===== src/rtl/prog_sequence_detector_if.sv =====
// Bundles the configuration, serial data and status signals of the programmable
// sequence detector so that the bench drives one master view and the core one slave view.
interface prog_sequence_detector_if #(
    parameter int MAX_LEN = 8,
    parameter int CNT_W   = 8,
    parameter int LEN_W   = $clog2(MAX_LEN + 1)
);
    logic               din;
    logic               din_valid;
    logic               pat_load;
    logic [MAX_LEN-1:0] pat_value;
    logic [LEN_W-1:0]   pat_len;
    logic               overlap_en;
    logic               cnt_clr;
    logic               out;
    logic [CNT_W-1:0]   match_cnt;
    logic               cnt_sat;
    logic               armed;
    logic               cfg_err;

    modport master (
        output din, din_valid, pat_load, pat_value, pat_len, overlap_en, cnt_clr,
        input  out, match_cnt, cnt_sat, armed, cfg_err
    );

    modport slave (
        input  din, din_valid, pat_load, pat_value, pat_len, overlap_en, cnt_clr,
        output out, match_cnt, cnt_sat, armed, cfg_err
    );
endinterface


===== src/rtl/prog_sequence_detector.sv =====
// Serial pattern matcher with a run-time loadable pattern of 1..MAX_LEN bits,
// selectable overlapping detection and a saturating match counter.
module prog_sequence_detector #(
    parameter int MAX_LEN = 8,
    parameter int CNT_W   = 8,
    parameter int LEN_W   = $clog2(MAX_LEN + 1)
) (
    input  logic                    clk,
    input  logic                    rstn,
    prog_sequence_detector_if.slave bus
);
    typedef enum logic {IDLE, RUN} state_t;

    localparam logic [LEN_W-1:0] LEN_MAX = LEN_W'(MAX_LEN);
    localparam logic [CNT_W-1:0] CNT_MAX = {CNT_W{1'b1}};

    state_t             state_q, state_d;
    logic [MAX_LEN-1:0] hist_q, hist_d;
    logic [LEN_W-1:0]   fill_q, fill_d;
    logic [MAX_LEN-1:0] pat_q, pat_d;
    logic [LEN_W-1:0]   len_q, len_d;
    logic               ovl_q, ovl_d;
    logic               out_q, out_d;
    logic [CNT_W-1:0]   cnt_q, cnt_d;
    logic               sat_q, sat_d;
    logic               err_q, err_d;

    logic [MAX_LEN-1:0] hist_new;
    logic [LEN_W-1:0]   fill_new;
    logic [MAX_LEN:0]   mask_ext;
    logic [MAX_LEN-1:0] mask;
    logic               legal;
    logic               match;

    // Only the low len_q history bits take part in the compare.
    assign mask_ext = ({{MAX_LEN{1'b0}}, 1'b1} << len_q) - 1'b1;
    assign mask     = mask_ext[MAX_LEN-1:0];
    assign hist_new = {hist_q[MAX_LEN-2:0], bus.din};
    assign fill_new = (fill_q == LEN_MAX) ? LEN_MAX : fill_q + 1'b1;
    assign legal    = (bus.pat_len != '0) && (bus.pat_len <= LEN_MAX);

    always_comb begin
        state_d = state_q;
        hist_d  = hist_q;
        fill_d  = fill_q;
        pat_d   = pat_q;
        len_d   = len_q;
        ovl_d   = ovl_q;
        err_d   = err_q;
        out_d   = 1'b0;
        match   = 1'b0;

        if (bus.pat_load) begin
            hist_d = '0;
            fill_d = '0;
            if (legal) begin
                pat_d   = bus.pat_value;
                len_d   = bus.pat_len;
                ovl_d   = bus.overlap_en;
                err_d   = 1'b0;
                state_d = RUN;
            end else begin
                err_d   = 1'b1;
                state_d = IDLE;
            end
        end else if (state_q == RUN && bus.din_valid) begin
            match  = (fill_new >= len_q) && (((hist_new ^ pat_q) & mask) == '0);
            hist_d = hist_new;
            // Non-overlapping mode restarts the fill so no matched bit is reused.
            fill_d = (match && !ovl_q) ? '0 : fill_new;
            out_d  = match;
        end

        cnt_d = cnt_q;
        if (bus.cnt_clr) begin
            cnt_d = '0;
        end else if (match && cnt_q != CNT_MAX) begin
            cnt_d = cnt_q + 1'b1;
        end
        sat_d = (cnt_d == CNT_MAX);
    end

    always_ff @(posedge clk or negedge rstn) begin
        if (!rstn) begin
            state_q <= IDLE;
            hist_q  <= '0;
            fill_q  <= '0;
            pat_q   <= '0;
            len_q   <= '0;
            ovl_q   <= 1'b0;
            out_q   <= 1'b0;
            cnt_q   <= '0;
            sat_q   <= 1'b0;
            err_q   <= 1'b0;
        end else begin
            state_q <= state_d;
            hist_q  <= hist_d;
            fill_q  <= fill_d;
            pat_q   <= pat_d;
            len_q   <= len_d;
            ovl_q   <= ovl_d;
            out_q   <= out_d;
            cnt_q   <= cnt_d;
            sat_q   <= sat_d;
            err_q   <= err_d;
        end
    end

    assign bus.out       = out_q;
    assign bus.match_cnt = cnt_q;
    assign bus.cnt_sat   = sat_q;
    assign bus.armed     = (state_q == RUN);
    assign bus.cfg_err   = err_q;
endmodule


===== src/flat_wrapper.sv =====
// flat-port wrapper written by rule: the top's interface ports become plain ports
module prog_sequence_detector_flat 
#(
    parameter int MAX_LEN = 8,
    parameter int CNT_W   = 8,
    parameter int LEN_W   = $clog2(MAX_LEN + 1)
)
  (clk, rstn, bus_din, bus_din_valid, bus_pat_load, bus_pat_value, bus_pat_len, bus_overlap_en, bus_cnt_clr, bus_out, bus_match_cnt, bus_cnt_sat, bus_armed, bus_cfg_err);
  prog_sequence_detector_if #(.MAX_LEN(MAX_LEN), .CNT_W(CNT_W), .LEN_W(LEN_W)) bus_i ();
  input  logic clk;
  input  logic rstn;
  input wire logic [$bits(bus_i.din)-1:0] bus_din;
  input wire logic [$bits(bus_i.din_valid)-1:0] bus_din_valid;
  input wire logic [$bits(bus_i.pat_load)-1:0] bus_pat_load;
  input wire logic [$bits(bus_i.pat_value)-1:0] bus_pat_value;
  input wire logic [$bits(bus_i.pat_len)-1:0] bus_pat_len;
  input wire logic [$bits(bus_i.overlap_en)-1:0] bus_overlap_en;
  input wire logic [$bits(bus_i.cnt_clr)-1:0] bus_cnt_clr;
  output wire logic [$bits(bus_i.out)-1:0] bus_out;
  output wire logic [$bits(bus_i.match_cnt)-1:0] bus_match_cnt;
  output wire logic [$bits(bus_i.cnt_sat)-1:0] bus_cnt_sat;
  output wire logic [$bits(bus_i.armed)-1:0] bus_armed;
  output wire logic [$bits(bus_i.cfg_err)-1:0] bus_cfg_err;
  assign bus_i.din = bus_din;
  assign bus_i.din_valid = bus_din_valid;
  assign bus_i.pat_load = bus_pat_load;
  assign bus_i.pat_value = bus_pat_value;
  assign bus_i.pat_len = bus_pat_len;
  assign bus_i.overlap_en = bus_overlap_en;
  assign bus_i.cnt_clr = bus_cnt_clr;
  assign bus_out = bus_i.out;
  assign bus_match_cnt = bus_i.match_cnt;
  assign bus_cnt_sat = bus_i.cnt_sat;
  assign bus_armed = bus_i.armed;
  assign bus_cfg_err = bus_i.cfg_err;
  prog_sequence_detector #(.MAX_LEN(MAX_LEN), .CNT_W(CNT_W), .LEN_W(LEN_W)) u_core (.clk(clk), .rstn(rstn), .bus(bus_i));
endmodule

===== config.mk =====
export PLATFORM = sky130hd
export DESIGN_NAME = prog_sequence_detector_flat
export DESIGN_NICKNAME = d
export VERILOG_FILES = /design/src/rtl/prog_sequence_detector_if.sv /design/src/rtl/prog_sequence_detector.sv /design/src/flat_wrapper.sv
export SDC_FILE = /design/constraint.sdc
export NUM_CORES = 1
export LEC_CHECK = 0
export BUFFER_PORTS_ARGS = -buffer_cell sky130_fd_sc_hd__clkbuf_2
export CORE_MARGIN = 4
export CORE_UTILIZATION = 56
export DETAILED_ROUTE_END_ITERATION = 8
export PLACE_DENSITY = 0.85
export SYNTH_ARGS = -nofsm -noshare
export SYNTH_HDL_FRONTEND = slang
export SYNTH_SLANG_ARGS = --single-unit

===== constraint.sdc =====
create_clock -name clk -period 4.1 [get_ports clk]
set_input_delay 0.205 -clock clk [delete_from_list [all_inputs] [get_ports clk]]
set_output_delay 0.205 -clock clk [all_outputs]
set_load 0.01 [all_outputs]

== Yosys cells after proc, flatten, opt, wreduce, memory -nomap -nowiden ==
Index checks and enable logic that the tools add are counted.

* Register bits: 36
* Input bits: 19
* Output and inout bits: 12
* Logic and storage cells: 43

* Add/subtract/negate cells: 3
* Order comparisons: 2
* Equality and inequality tests: 3
* Shifts and indexed selects: 1
* Mux-type cells: 12
* Bitwise logic cells: 2
* Reductions and logical operators: 10

{| class="wikitable"
|+ Operators by type and width
! cell !! number
|-
| two-way mux 4 bit || 4
|-
| two-way mux 8 bit || 2
|-
| two-way mux 7 bit || 2
|-
| adder 8 x 1 -> 8 bit, second input constant || 1
|-
| bitwise AND 8 bit || 1
|-
| equality test 8 bit, second input constant || 1
|-
| logical NOT 8 bit || 1
|-
| != test 8 bit, second input constant || 1
|-
| left shift 1 x 4 -> 8 bit, first input constant || 1
|-
| subtractor 8 x 1 -> 8 bit, second input constant || 1
|-
| XOR 8 bit || 1
|-
| logical AND 1 bit || 5
|-
| adder 4 x 1 -> 4 bit, second input constant || 1
|-
| equality test 4 bit, second input constant || 1
|-
| greater-or-equal comparator 4 bit || 1
|-
| less-or-equal comparator 4 bit, second input constant || 1
|-
| two-way mux 1 bit || 4
|-
| nonzero test 4 bit || 1
|-
| AND reduction 2 bit || 1
|-
| nonzero test 2 bit || 1
|-
| logical NOT 1 bit || 1
|}

== Depth between registers and ports, before layout ==
* Depth in word-level cells: 11
* Gate-level depth with buffers: 13

== Worst setup path after synthesis ==
No wires, ideal clock.

* Kind: flip-flop to flip-flop
* Start point: register u_core.len_q[3]
* End point: register u_core.sat_q (netlist: u_core.bus.cnt_sat)
* Library setup time: 0.068 ns
* Arrival: 3.162 ns
* Data required time: 4.032 ns
* Slack: 0.870 ns
* Cell stages (with the launch flop): 13
* Path buffers: 2
* Cell sequence: dfrtp_1 buf_6 or4_4 ha_1 buf_2 nor2b_1 a221oi_1 a211oi_1 nor3b_1 nand4_4 or3_1 a21oi_2 and4b_1

* Longest elaborated chain between the ends: 11
* Elaborated cells between the ends (all ways): 12
* Those cells by class: add/sub (1); order compare (1); eq/ne (1); shift (1); mux (4); bitwise (1); reduce/logical (3)

{| class="wikitable"
|+ Ends and longest elaborated chain
! what !! RTL line !! text
|-
| start: declaration || prog_sequence_detector.sv:21 || <nowiki>logic [LEN_W-1:0] len_q, len_d;</nowiki>
|-
| start signal: assignment || prog_sequence_detector.sv:100 || <nowiki>len_q <= len_d;</nowiki>
|-
| left shift 1 x 4 -> 8 bit || prog_sequence_detector.sv:36 || <nowiki>assign mask_ext = ({{MAX_LEN{1'b0}}, 1'b1} << len_q) - 1'b1;</nowiki>
|-
| subtractor 8 x 1 -> 8 bit || prog_sequence_detector.sv:36 ||
|-
| bitwise AND 8 bit || prog_sequence_detector.sv:67 || <nowiki>match = (fill_new >= len_q) && (((hist_new ^ pat_q) & mask) == '0);</nowiki>
|-
| logical NOT 8 bit || prog_sequence_detector.sv:67 ||
|-
| logical AND 1 bit (*) || prog_sequence_detector.sv:67 ||
|-
| two-way mux 1 bit (*) || prog_sequence_detector.sv:66 || <nowiki>end else if (state_q == RUN && bus.din_valid) begin</nowiki>
|-
| two-way mux 1 bit (*) || prog_sequence_detector.sv:53 || <nowiki>if (bus.pat_load) begin</nowiki>
|-
| logical AND 1 bit (*) || prog_sequence_detector.sv:77 || <nowiki>end else if (match && cnt_q != CNT_MAX) begin</nowiki>
|-
| two-way mux 8 bit (*) || prog_sequence_detector.sv:77 ||
|-
| two-way mux 8 bit (*) || prog_sequence_detector.sv:75 || <nowiki>if (bus.cnt_clr) begin</nowiki>
|-
| via u_core.cnt_d[5] || prog_sequence_detector.sv:24 || <nowiki>logic [CNT_W-1:0] cnt_q, cnt_d;</nowiki>
|-
| equality test 8 bit (*) || prog_sequence_detector.sv:80 || <nowiki>sat_d = (cnt_d == CNT_MAX);</nowiki>
|-
| via u_core.sat_d || prog_sequence_detector.sv:25 || <nowiki>logic sat_q, sat_d;</nowiki>
|-
| end signal: assignment || prog_sequence_detector.sv:104 || <nowiki>sat_q <= sat_d;</nowiki>
|-
| end: declaration || prog_sequence_detector.sv:25 ||
|}

Mark *: on every way through the listed nets, which the timed path passes. The rest lies on a longest branch.
A chain may end at the register's enable or synchronous reset.

== Final worst setup path ==
Ends and elaborated chain as after synthesis.

==> results.toml <==
[status]
status = "finished clean"

[worst_hold_path]
hp-class = "in2reg"

[pwr]
vdd_drop_max_mv = 0.242
swShare = 0.303
p_total_uw = 784
combPwrFrac = 0.225
p_leak_nw = 1.01
p_sw_uw = 237
seq_power_share = 0.524
p_per_area_mw_per_mm2 = 352
internal-power_uw = 547
clock_power_share = 0.251

[worst_setup_path]
critical_path_class = "reg2reg"
worstPathRequired_ns = 4.38
crit_fanout = 9
worst_setup_path_end_kind = "register"
crit_arrival_ns = 3.71
crit_path_start_kind = "register"

[placement]
numPortBuffers = 30
place.detailed.hpwl_um = 2860
place_ws_ns = 0.714
gp_congestion = 0.979

[clock_tree]
ctsLongestPathBuffers = 2
htreeDepth = 2
root_buffer = "clkbuf_4"
cts_tree = "done"
ctsResizeCount = 0
clk_latency_ns = 0.34
cts_hold_buf = 1
postCtsSetupBuffers = 0
clk_pin_slew_ns = 0.11
numClockSinks = 36
cts_inserted_buffers = 5

[grt]
antenna_found_initial = 0
grt_pass1_vias = 1396
grt_usage = 0.192
grt_max_degree = 37
overflow = 0
grt_pass1_wl_um = 6380

[route]
drc_errors = 0
drt-initial-drc-count = 64
wire_per_inst_um = 14.3
ant_nets = 0
drt_wl_total_um = 3810
drt_pass1_iterations = 5
avgViaCountPerCell = 5.63
vias = 1503

[layout]
nets = 247
final_cell_mix = "36 x dfrtp_1, 30 x clkbuf_2, 15 x nor2_1"
multi_input_area_mm2 = 0.00101
antennaDiodeCount = 0
drive_above_1_share = 0.258
areaGrowthSynthToFinish_pct = 12.1
regArea_um2 = 901
layout_commonest_cell = "dfrtp_1"
fill_cells = 280

[floorplanning]
coreArea_mm2 = 0.00339
dieArea_mm2 = 0.00457
start_util = 0.587
dieHeight_um = 67.6
die_w_um = 67.6
num_rows = 21
io_pins = 31

[synth]
synth_flop_cell = "dfrtp_1"
synth_edf_count = 0
synthCells = 188
yosysTopAreaCell = "dfrtp_1"
yosysWarnings = 0
yosysUniqueCellTypes = 46
yosys-top-cells-area = "dfrtp_1 45%, mux2_2 6.8%, ha_1 5.0%, a22o_1 4.4%, xor2_1 4.0%"
async_reset_ff_frac = 1.00
seq_area_frac_synth = 0.453
avgSynthCellArea_um2 = 10.6
synth_seq_cells = 36
synth.cell_area_mm2 = 0.00199
synth_nets = 215
synth.top_cell.area_share = 0.453

[timing]
finalCritPeriodShare = 0.838
setup-tns-final_ns = 0
slew_viol_final = 0
rsz0062_at_grt = "no"
clock.fmax_mhz = 291
fin_skew_ns = 0.00834
hold_viol = 0
setup_viol_count_final = 0
worst_pin_slew_ns = 0.913
fin_ws_ns = 0.663
maxSlewHeadroom = 0.391
period_minus_slack_ns = 3.44

[job]
drv_cap = 0
[synth_stat cells (2+ instances only)]
cell,number
mux2_2,12
nand2b_1,2
o31ai_1,2
nor2b_1,2
nor3_1,6
xnor2_1,5
ha_1,8
nand3_1,7
inv_1,9
xor2_1,9
a22o_1,10
o21ai_0,7
a311oi_1,2
o21a_1,2
mux2i_1,2
dfrtp_1,36
nor2_1,15
a21oi_1,9
and2_1,2
nand2_1,13
buf_4,2
a211oi_1,2
[sequential cells by signal (all words and copies together) (netlist names)]
signal and flops:
u_core.bus.match_cnt 8, u_core.bus.cfg_err 1, u_core.pat_q 8, u_core.bus.out 1, u_core.ovl_q 1, u_core.fill_q 4
u_core.hist_q 7, u_core.bus.armed 1, u_core.bus.cnt_sat 1, u_core.len_q 4
[cells by family (layout without fill, tap and decap cells)]
kind of cell,Yosys count,after routing,share of synthesized area
adder cells (fa/ha/maj),8,8,0.0503
multiplexers,14,14,0.0780
flip-flops,36,36,0.453
AO/OA/AOI/OAI,43,43,0.160
AND/OR/NAND/NOR,58,58,0.160
buffers and inverters,15,48,0.0365
XOR/XNOR,14,14,0.0617
[power groups by stage]
stage / Combinational [mW] / Clock, mW / Sequential [mW]
floorplan: 0.139 / 0 / 0.407
global placement: 0.170 / 0 / 0.416
detailed placement: 0.175 / 0 / 0.417
CTS: 0.177 / 0.205 / 0.410
global route: 0.195 / 0.222 / 0.415
finish: 0.177 / 0.197 / 0.411
[stage by stage]
step,utilization,area [um^2],hold slack (ns),cells
detailed placement,0.636,2160,0.355,258
finish,0.658,2230,0.0992,267
floorplan,-,1990,-0.0906,188
global route,0.658,2230,0.0780,267
global placement,0.636,2160,0.360,258
CTS,0.658,2230,0.0818,267
[critical path, stage by stage (launching register included)]
cell and delay [ns]:
dfrtp_1 0.48, or4_4 0.56, ha_1 0.32, a211oi_1 0.43
a21oi_1 0.16, nor3b_1 0.55, nand4_4 0.17, or3_1 0.35
a21oi_2 0.16, and4b_1 0.20
[metal layers]
metal | track usage | wire length [um] | vias up
li1 | - | - | 745
met1 | 0.237 | 1700 | 714
met2 | 0.315 | 1870 | 38
met3 | 0.0599 | 196 | 6
met4 | 0.0658 | 48 | 0
met5 | 0 | 0 | -
[cell type report]
class,count,share of cell area
clock buffers,7,0.0247
clock inverters,1,0.00337
inverters,9,0.0152
multi-input cells,137,0.455
flip-flops and latches,36,0.404
well taps,46,0.0258
repair buffers,31,0.0718
[worst paths after layout]
| check | from | cells after the start | to | slack (ns) |
|---|---|---|---|---|
| worst max register to register | u_core.len_q[3] | 9 | u_core.bus.cnt_sat | 0.66 |
| max in group asynchronous | rstn | 2 | u_core.hist_q[5] | 3.06 |
| min in group asynchronous | rstn | 2 | u_core.bus.armed | 0.50 |
| worst max-delay path | u_core.len_q[3] | 9 | u_core.bus.cnt_sat | 0.66 |
| worst min-delay path | bus_pat_value[3] | 2 | u_core.pat_q[3] | 0.1 |
| worst min register to register | u_core.bus.cfg_err | 1 | u_core.bus.cfg_err | 0.50 |
Power figures use the tool's default switching activity.
